## src/rtl/mem_mfc_unit.sv

```systemverilog
// Memory unit with MAR/MDR, a synchronous RAM and an MFC handshake.
// Each access is snapshotted at capture and completes after LATENCY clock edges.
module mem_mfc_unit #(
  parameter int DATA_W  = 16,
  parameter int ADDR_W  = 8,
  parameter int LATENCY = 3
) (
  input  logic              clk,
  input  logic              rst,
  input  logic [DATA_W-1:0] bus_in,
  input  logic              MAR_EN,
  input  logic              MDR_EN_write,
  input  logic              MDR_EN_read,
  input  logic              MDR_out,
  input  logic              mem_EN,
  input  logic              mem_RW,
  output logic [DATA_W-1:0] bus_out,
  output logic              bus_drive,
  output logic              MFC,
  output logic              busy
);

  localparam logic [1:0] IDLE = 2'd0;
  localparam logic [1:0] BUSY = 2'd1;
  localparam logic [1:0] DONE = 2'd2;

  localparam logic [3:0] CNT_INIT = 4'(LATENCY - 1);

  logic [1:0]        state;
  logic [3:0]        cnt;
  logic [ADDR_W-1:0] mar;
  logic [DATA_W-1:0] mdr;
  logic [DATA_W-1:0] rdata;

  logic [ADDR_W-1:0] a_addr;
  logic [DATA_W-1:0] a_data;
  logic              a_rw;

  logic [DATA_W-1:0] ram [2**ADDR_W];

  logic capture;
  logic complete;
  logic ram_we;

  assign capture  = (state == IDLE) && mem_EN;
  assign complete = (state == BUSY) && mem_EN && (cnt == 4'd0);
  assign ram_we   = complete && !a_rw && !rst;

  always_ff @(posedge clk or posedge rst) begin
    if (rst) begin
      state <= IDLE;
      cnt   <= 4'd0;
      mar   <= '0;
      mdr   <= '0;
      rdata <= '0;
      MFC   <= 1'b0;
      busy  <= 1'b0;
    end else begin
      if (MAR_EN)
        mar <= bus_in[ADDR_W-1:0];

      // Read strobe wins over write strobe when both are asserted.
      if (MDR_EN_read)
        mdr <= rdata;
      else if (MDR_EN_write)
        mdr <= bus_in;

      case (state)
        IDLE: begin
          if (mem_EN) begin
            cnt   <= CNT_INIT;
            busy  <= 1'b1;
            state <= BUSY;
          end
        end
        BUSY: begin
          if (!mem_EN) begin
            busy  <= 1'b0;
            state <= IDLE;
          end else if (cnt != 4'd0) begin
            cnt <= cnt - 4'd1;
          end else begin
            if (a_rw)
              rdata <= ram[a_addr];
            MFC   <= 1'b1;
            busy  <= 1'b0;
            state <= DONE;
          end
        end
        DONE: begin
          if (!mem_EN) begin
            MFC   <= 1'b0;
            state <= IDLE;
          end
        end
        default: begin
          MFC   <= 1'b0;
          busy  <= 1'b0;
          state <= IDLE;
        end
      endcase
    end
  end

  // Snapshot registers and RAM array carry no reset; RAM survives rst.
  always_ff @(posedge clk) begin
    if (capture) begin
      a_addr <= mar;
      a_rw   <= mem_RW;
      a_data <= mdr;
    end
    if (ram_we)
      ram[a_addr] <= a_data;
  end

  assign bus_out   = MDR_out ? mdr : '0;
  assign bus_drive = MDR_out;

endmodule

```

## config.mk

```make
export PLATFORM = sky130hd
export DESIGN_NAME = mem_mfc_unit
export DESIGN_NICKNAME = d
export VERILOG_FILES = /design/src/rtl/mem_mfc_unit.sv
export SDC_FILE = /design/constraint.sdc
export NUM_CORES = 2
export LEC_CHECK = 0
export CAP_MARGIN = 20
export CORE_AREA = 4 4 433 755
export DETAILED_ROUTE_END_ITERATION = 12
export DIE_AREA = 0 0 437 759
export GPL_TIMING_DRIVEN = 0
export MAX_ROUTING_LAYER = met4
export PLACE_DENSITY = 0.68
export SLEW_MARGIN = 20
export SYNTH_ARGS = -nofsm -noshare
export SYNTH_HDL_FRONTEND = slang
export SYNTH_SLANG_ARGS = --single-unit
```

## constraint.sdc

```tcl
create_clock -name clk -period 5.6 [get_ports clk]
set_input_delay 1.12 -clock clk [delete_from_list [all_inputs] [get_ports clk]]
set_output_delay 1.12 -clock clk [all_outputs]
set_load 0.01 [all_outputs]
```

# After elaboration in Yosys (flattened, before gate mapping)
# Memories as Yosys holds them, arrays and structs flattened. A register that Yosys moved wholly into a read port is not among the register bits.
# Index checks and enable logic that the tools add are counted.
[totals] regBits=57 mem_bits_rw=4096 wordCells=61 mem_count=1
[memory_table] name="ram" depth=256 word_bits=16 rd=1 rd_clocked_by_memory_dff=1 wr=1 line="39" rtl="logic [DATA_W-1:0] ram [2**ADDR_W];"
[classes] addsub=1 n_eq_ne=8 muxes=22 bitwise=3 reduce_logical=17
[op_table] op="$mux 16" count=3
[op_table] op="$mux 4" count=3
[op_table] op="$reduce_and 4->1" count=3
[op_table] op="$mux 1" count=8
[op_table] op="$mux 2" count=4
[op_table] op="$ne 2x2->1 const B" count=4
[op_table] op="$pmux 4 s2" count=1
[op_table] op="$pmux 1 s3" count=2
[op_table] op="$pmux 2 s3" count=1
[op_table] op="$reduce_and 3->1" count=2
[op_table] op="$logic_and 1x1->1" count=5
[op_table] op="$logic_not 4->1" count=1
[op_table] op="$reduce_bool 2->1" count=2
[op_table] op="$reduce_bool 4->1" count=1
[op_table] op="$sub 4x1->4 const B" count=1
[op_table] op="$ne 3x3->1 const B" count=1
[op_table] op="$not 1->1" count=3
[op_table] op="$eq 2x1->1 const B" count=1
[op_table] op="$eq 2x2->1 const B" count=1
[op_table] op="$logic_not 1->1" count=2
[op_table] op="$logic_not 2->1" count=1
[op_table] op="$ne 2x1->1 const B" count=1

# Longest topological paths before layout
[depth] ltp_word=7 depth_mapped=13 depth_no_buf=9

# Least setup slack after synthesis
# OpenSTA, ideal clock, no wires.
[synth_timing] path_type="reg-to-reg" start="register a_data[0]" end="memory ram[0][0] (data pin)" setup_time_ns=0.817 arrival_ns=3.228 required_ns=4.783 path_slack_ns=1.554 stages_incl_launch_ff=1 synth_period_minus_slack_ns=4.046 cell_sequence="edfxtp_1"
[synth_lines] item="from (decl)" line="36" rtl="logic [DATA_W-1:0] a_data;"
[synth_lines] item="from (signal assigned)" line="110" rtl="a_data <= mdr;"
[synth_lines] item="to (decl)" line="39"
# Straight into the memory's write port.

==> summary.md <==
| Metric | Value |
|---|---|
| Clock root buffer | sky130_fd_sc_hd__clkbuf_16 |
| Peak per-stage delay on the critical path | 890 ps |
| Switching power total | 19.1 mW |
| Number of synthesis warnings | 0 |
| Die Ht | 759 um |
| Leakage | 58.9 nW |
| PortBufs | 40 |
| Clock latency reported for the late side of the worst-skew pair | 950 ps |
| Clock transition at path regs | 70 ps |
| Mean Syn Cell Area | 22.6 um^2 |
| Cell family with the largest share of critical-path delay | buffers and inverters |
| First drt pass iteration count | 6 |
| Last weighted congestion value of the routability-driven placer | 1.04 |
| Layout net count | 7,903 |
| List of cells traversed by the critical path | buf_2, buf_2, clkbuf_4, buf_2, mux4_2, mux2i_1, o22ai_1, a2111oi_1, nand4_1, o32a_1 |
| Routed wire length | 594,000 um |
| Total power of the final layout | 72.6 mW |
| Maximum fanout along the worst path | 10 |
| Failing checks | negative setup slack |
| Most common flop cell mapped by yosys | sky130_fd_sc_hd__edfxtp_1 |
| RSZ-0062 raised after global routing | no |
| Min Clock Period, post-route | 5780 ps |
| Seq cells post-synth | 4,169 |
| Timing-limited maximum frequency | 0.173 GHz |
| Post-detailed-route via-to-cell ratio | 6.86 |
| Peak ir drop on the vdd network | 245 uV |
| GRT Overall Usage | 36.8% |
| Crit path depth | 10 |
| Area of the mapped netlist | 160,000 um^2 |
| Most frequent cell on the critical path | sky130_fd_sc_hd__buf_2 |
| Highest-delay cell along the critical path | sky130_fd_sc_hd__a2111oi_1 |
| CP Buf/Inv Count | 4 |
| Synthesized net count | 7,088 |
| Most area-consuming cells after synthesis | sky130_fd_sc_hd__edfxtp_1 77%, sky130_fd_sc_hd__mux4_2 14%, sky130_fd_sc_hd__mux2i_1 2.3% |
| Layout Skew | 65.9 ps |
| EDFF count, synth | 4,121 |
| Combinational Power Share | 14.7% |
| Wire length of the first global-routing pass | 780,000 um |
| Number of global-route vias before repair | 83,700 |
| P&R area growth vs syn | 17.2% |
| Slew at the pin closest to its max-slew limit | 1360 ps |
| Element type at the critical path start | register |
| Sequential fraction of the synthesis area | 78.2% |
| DIE AREA | 332,000 um^2 |
| Gate Count Post-Synth | 7,063 |
| Number of unique standard cell types used by synthesis | 54 |
| Number of buffers inserted during clock tree synthesis | 357 |
| Filler cell count in the final layout | 22,600 |
| Outcome | finished with violations |
| Power density of the placed cells | 387 nW/um^2 |
| Hold buffer count at CTS | 0 |
| Cell type with the highest aggregate area in the netlist | sky130_fd_sc_hd__edfxtp_1 |
| Number of levels in the clock H-tree | 5 |
| Number of top-level pins | 43 |
| TritonCTS clock tree | yes |
| Clock buffer depth | 4 |
| Placement row count | 275 |
| Maximum number of pins on one net before global-route repair | 34 |
| Number of hold-slack violations in the final timing report | 0 |
| Ratio of cells with drive above 1 in the final layout | 32.0% |
| Fraction of the cycle the final worst path needs | 103% |
| Worst Path Arrival | 6610 ps |
| Number of antenna violations at the first check in global routing | 51 |
| Share of flip-flops with an asynchronous set or reset after synthesis | 1.15% |
| Tightest Hold Check Type | register to register |
| Maximum Capacitance Violations | 0 |
| Yosys top cell area share | 77.4% |
| Fin. max-slew vios | 0 |
| Width of the die | 437 um |
| Crit path required time | 6430 ps |
| Routed wire length per instance | 47.5 um |
| Relative slew margins | 8.57% |
| Starting DRT DRC Count | 14,200 |
| Fraction of power consumed by sequential logic | 49.4% |
| Finished Core Util | 58.4% |
| Number of sinks driven by the clock tree | 4,169 |
| Final Setup Violations | 557 |
| Crit end category | register |
| Critical Setup Path Class | register to register |
| Cell depth of the worst min-delay path | 0 |
| Remaining antenna violation count | 0 |
| Worst R2R Setup Slack | -180 ps |
| Sw frac | 26.3% |
| Cell count of the worst reg-to-reg path | 10 |
| Internal | 53.5 mW |
| Residual DRC | 0 |
| Dpl hpwl | 424,000 um |
| Area of the placeable core | 321,000 um^2 |
| Starting utilization of the core area | 49.8% |
| DR vias | 85,700 |
| Minimum setup slack in the final design | -181 ps |
| Global route overflow | 0 |
| Part of the total power dissipated in the clock network | 36.0% |
## cell usage after synthesis (22+ instances only)
cell type / number
sky130_fd_sc_hd__nand2_1: 80
sky130_fd_sc_hd__mux2i_1: 365
sky130_fd_sc_hd__nor4_1: 25
sky130_fd_sc_hd__edfxtp_1: 4121
sky130_fd_sc_hd__nor2_1: 300
sky130_fd_sc_hd__a221oi_1: 37
sky130_fd_sc_hd__o22ai_1: 133
sky130_fd_sc_hd__clkbuf_1: 158
sky130_fd_sc_hd__buf_1: 45
sky130_fd_sc_hd__dfrtp_1: 48
sky130_fd_sc_hd__buf_2: 137
sky130_fd_sc_hd__and2_1: 25
sky130_fd_sc_hd__a22oi_1: 85
sky130_fd_sc_hd__mux4_2: 1016
sky130_fd_sc_hd__a21oi_1: 48
sky130_fd_sc_hd__nand3_1: 60
sky130_fd_sc_hd__a211oi_1: 23
sky130_fd_sc_hd__mux2_2: 23
sky130_fd_sc_hd__o21ai_0: 71
sky130_fd_sc_hd__buf_6: 22
sky130_fd_sc_hd__buf_4: 45
sky130_fd_sc_hd__nor2b_1: 40
## metrics by stage
step           setup slack, ps  hold slack [ps]  instances  setup TNS (ps)  instance area (um^2)
6_report                  -181              446      12500          -23600                187000
5_1_grt                   34.5              463      12500               0                187000
4_1_cts                   -319              447      12400          -60960                187000
3_5_place_dp             -1110              432      11800        -1420850                175000
3_3_place_gp             -3230              432      11400               -                166000
2_1_floorplan             1550              421       7063               0                160000
## final cells by class
cell class,instances,area (um^2),share of cell area [%]
clock buffers,427,9350,4.99
plain buffers,403,2200,1.18
diodes,41,103,0.0548
multi-input cells,2479,34800,18.6
well taps,4293,5370,2.87
inverters,8,30.0,0.0160
clock inverters,220,2660,1.42
repair buffers,460,7880,4.21
flip-flops and latches,4169,125000,66.7
## flip-flops by register name, indices dropped and copies added, names as in the netlist
| signal | count |
|---|---|
| mdr | 16 |
| a_data | 16 |
| a_rw | 1 |
| ram | 4096 |
| MFC | 1 |
| rdata | 16 |
| a_addr | 8 |
| state | 2 |
| busy | 1 |
| cnt | 4 |
| mar | 8 |
## path summary, 6_finish.rpt
path / startpoint / end
setup reg to reg: a_addr[1] / rdata[4]
setup / recovery: a_addr[1] / rdata[4]
max in group asynchronous: rst / rdata[12]
min in group asynchronous: rst / cnt[1]
hold / removal: mar[0] / a_addr[0]
hold reg to reg: mar[0] / a_addr[0]
## power by group through the flow
stage	combinational [mW]	clock, mW	sequential [mW]
2_1_floorplan	3.60	0	37.5
3_3_place_gp	7.30	0	38.9
3_5_place_dp	10.3	0	36.5
4_1_cts	10.3	26.1	35.8
5_1_grt	10.6	27.4	35.8
6_report	10.6	26.1	35.8
## metal layers
metal	global-route usage (%)	up-vias	wire length, um
met5	-	-	0
met4	32.8	0	70000
met3	9.20	2003	62200
met2	56.2	6827	282000
met1	39.7	45100	180000
li1	-	31700	-
## cell families (layout without fill, tap and decap cells)
group,count (synthesis),in the layout,share of synthesized area (%)
buffers and inverters,415,1518,1.29
and+or+nand+nor,591,591,1.69
other,0,41,0
muxes,1404,1404,16.8
adders and majority gates,1,1,0.00783
AOI/OAI and AO/OA,483,483,2.05
DFF,4169,4169,78.2
## cell usage in the layout (no fill, tap or decap), types with 78 or more instances in the layout
master | synthesis | layout
sky130_fd_sc_hd__o22ai_1 | 133 | 133
sky130_fd_sc_hd__a22oi_1 | 85 | 78
sky130_fd_sc_hd__mux2i_1 | 365 | 363
sky130_fd_sc_hd__nor2_4 | 0 | 216
sky130_fd_sc_hd__clkbuf_16 | 0 | 364
sky130_fd_sc_hd__buf_2 | 137 | 149
sky130_fd_sc_hd__edfxtp_1 | 4121 | 4121
sky130_fd_sc_hd__clkbuf_2 | 0 | 78
sky130_fd_sc_hd__buf_16 | 0 | 88
sky130_fd_sc_hd__mux4_2 | 1016 | 1016
sky130_fd_sc_hd__buf_12 | 0 | 86
sky130_fd_sc_hd__clkbuf_1 | 158 | 141
sky130_fd_sc_hd__buf_8 | 0 | 172
## timing repair
item	in CTS	in global routing
pin swaps	11	12
endpoints found under the setup margin	3046	478
resized for setup	22	16
buffers inserted	16	18
endpoints found under the hold margin	0	0
(Power assumes the default switching activity.)
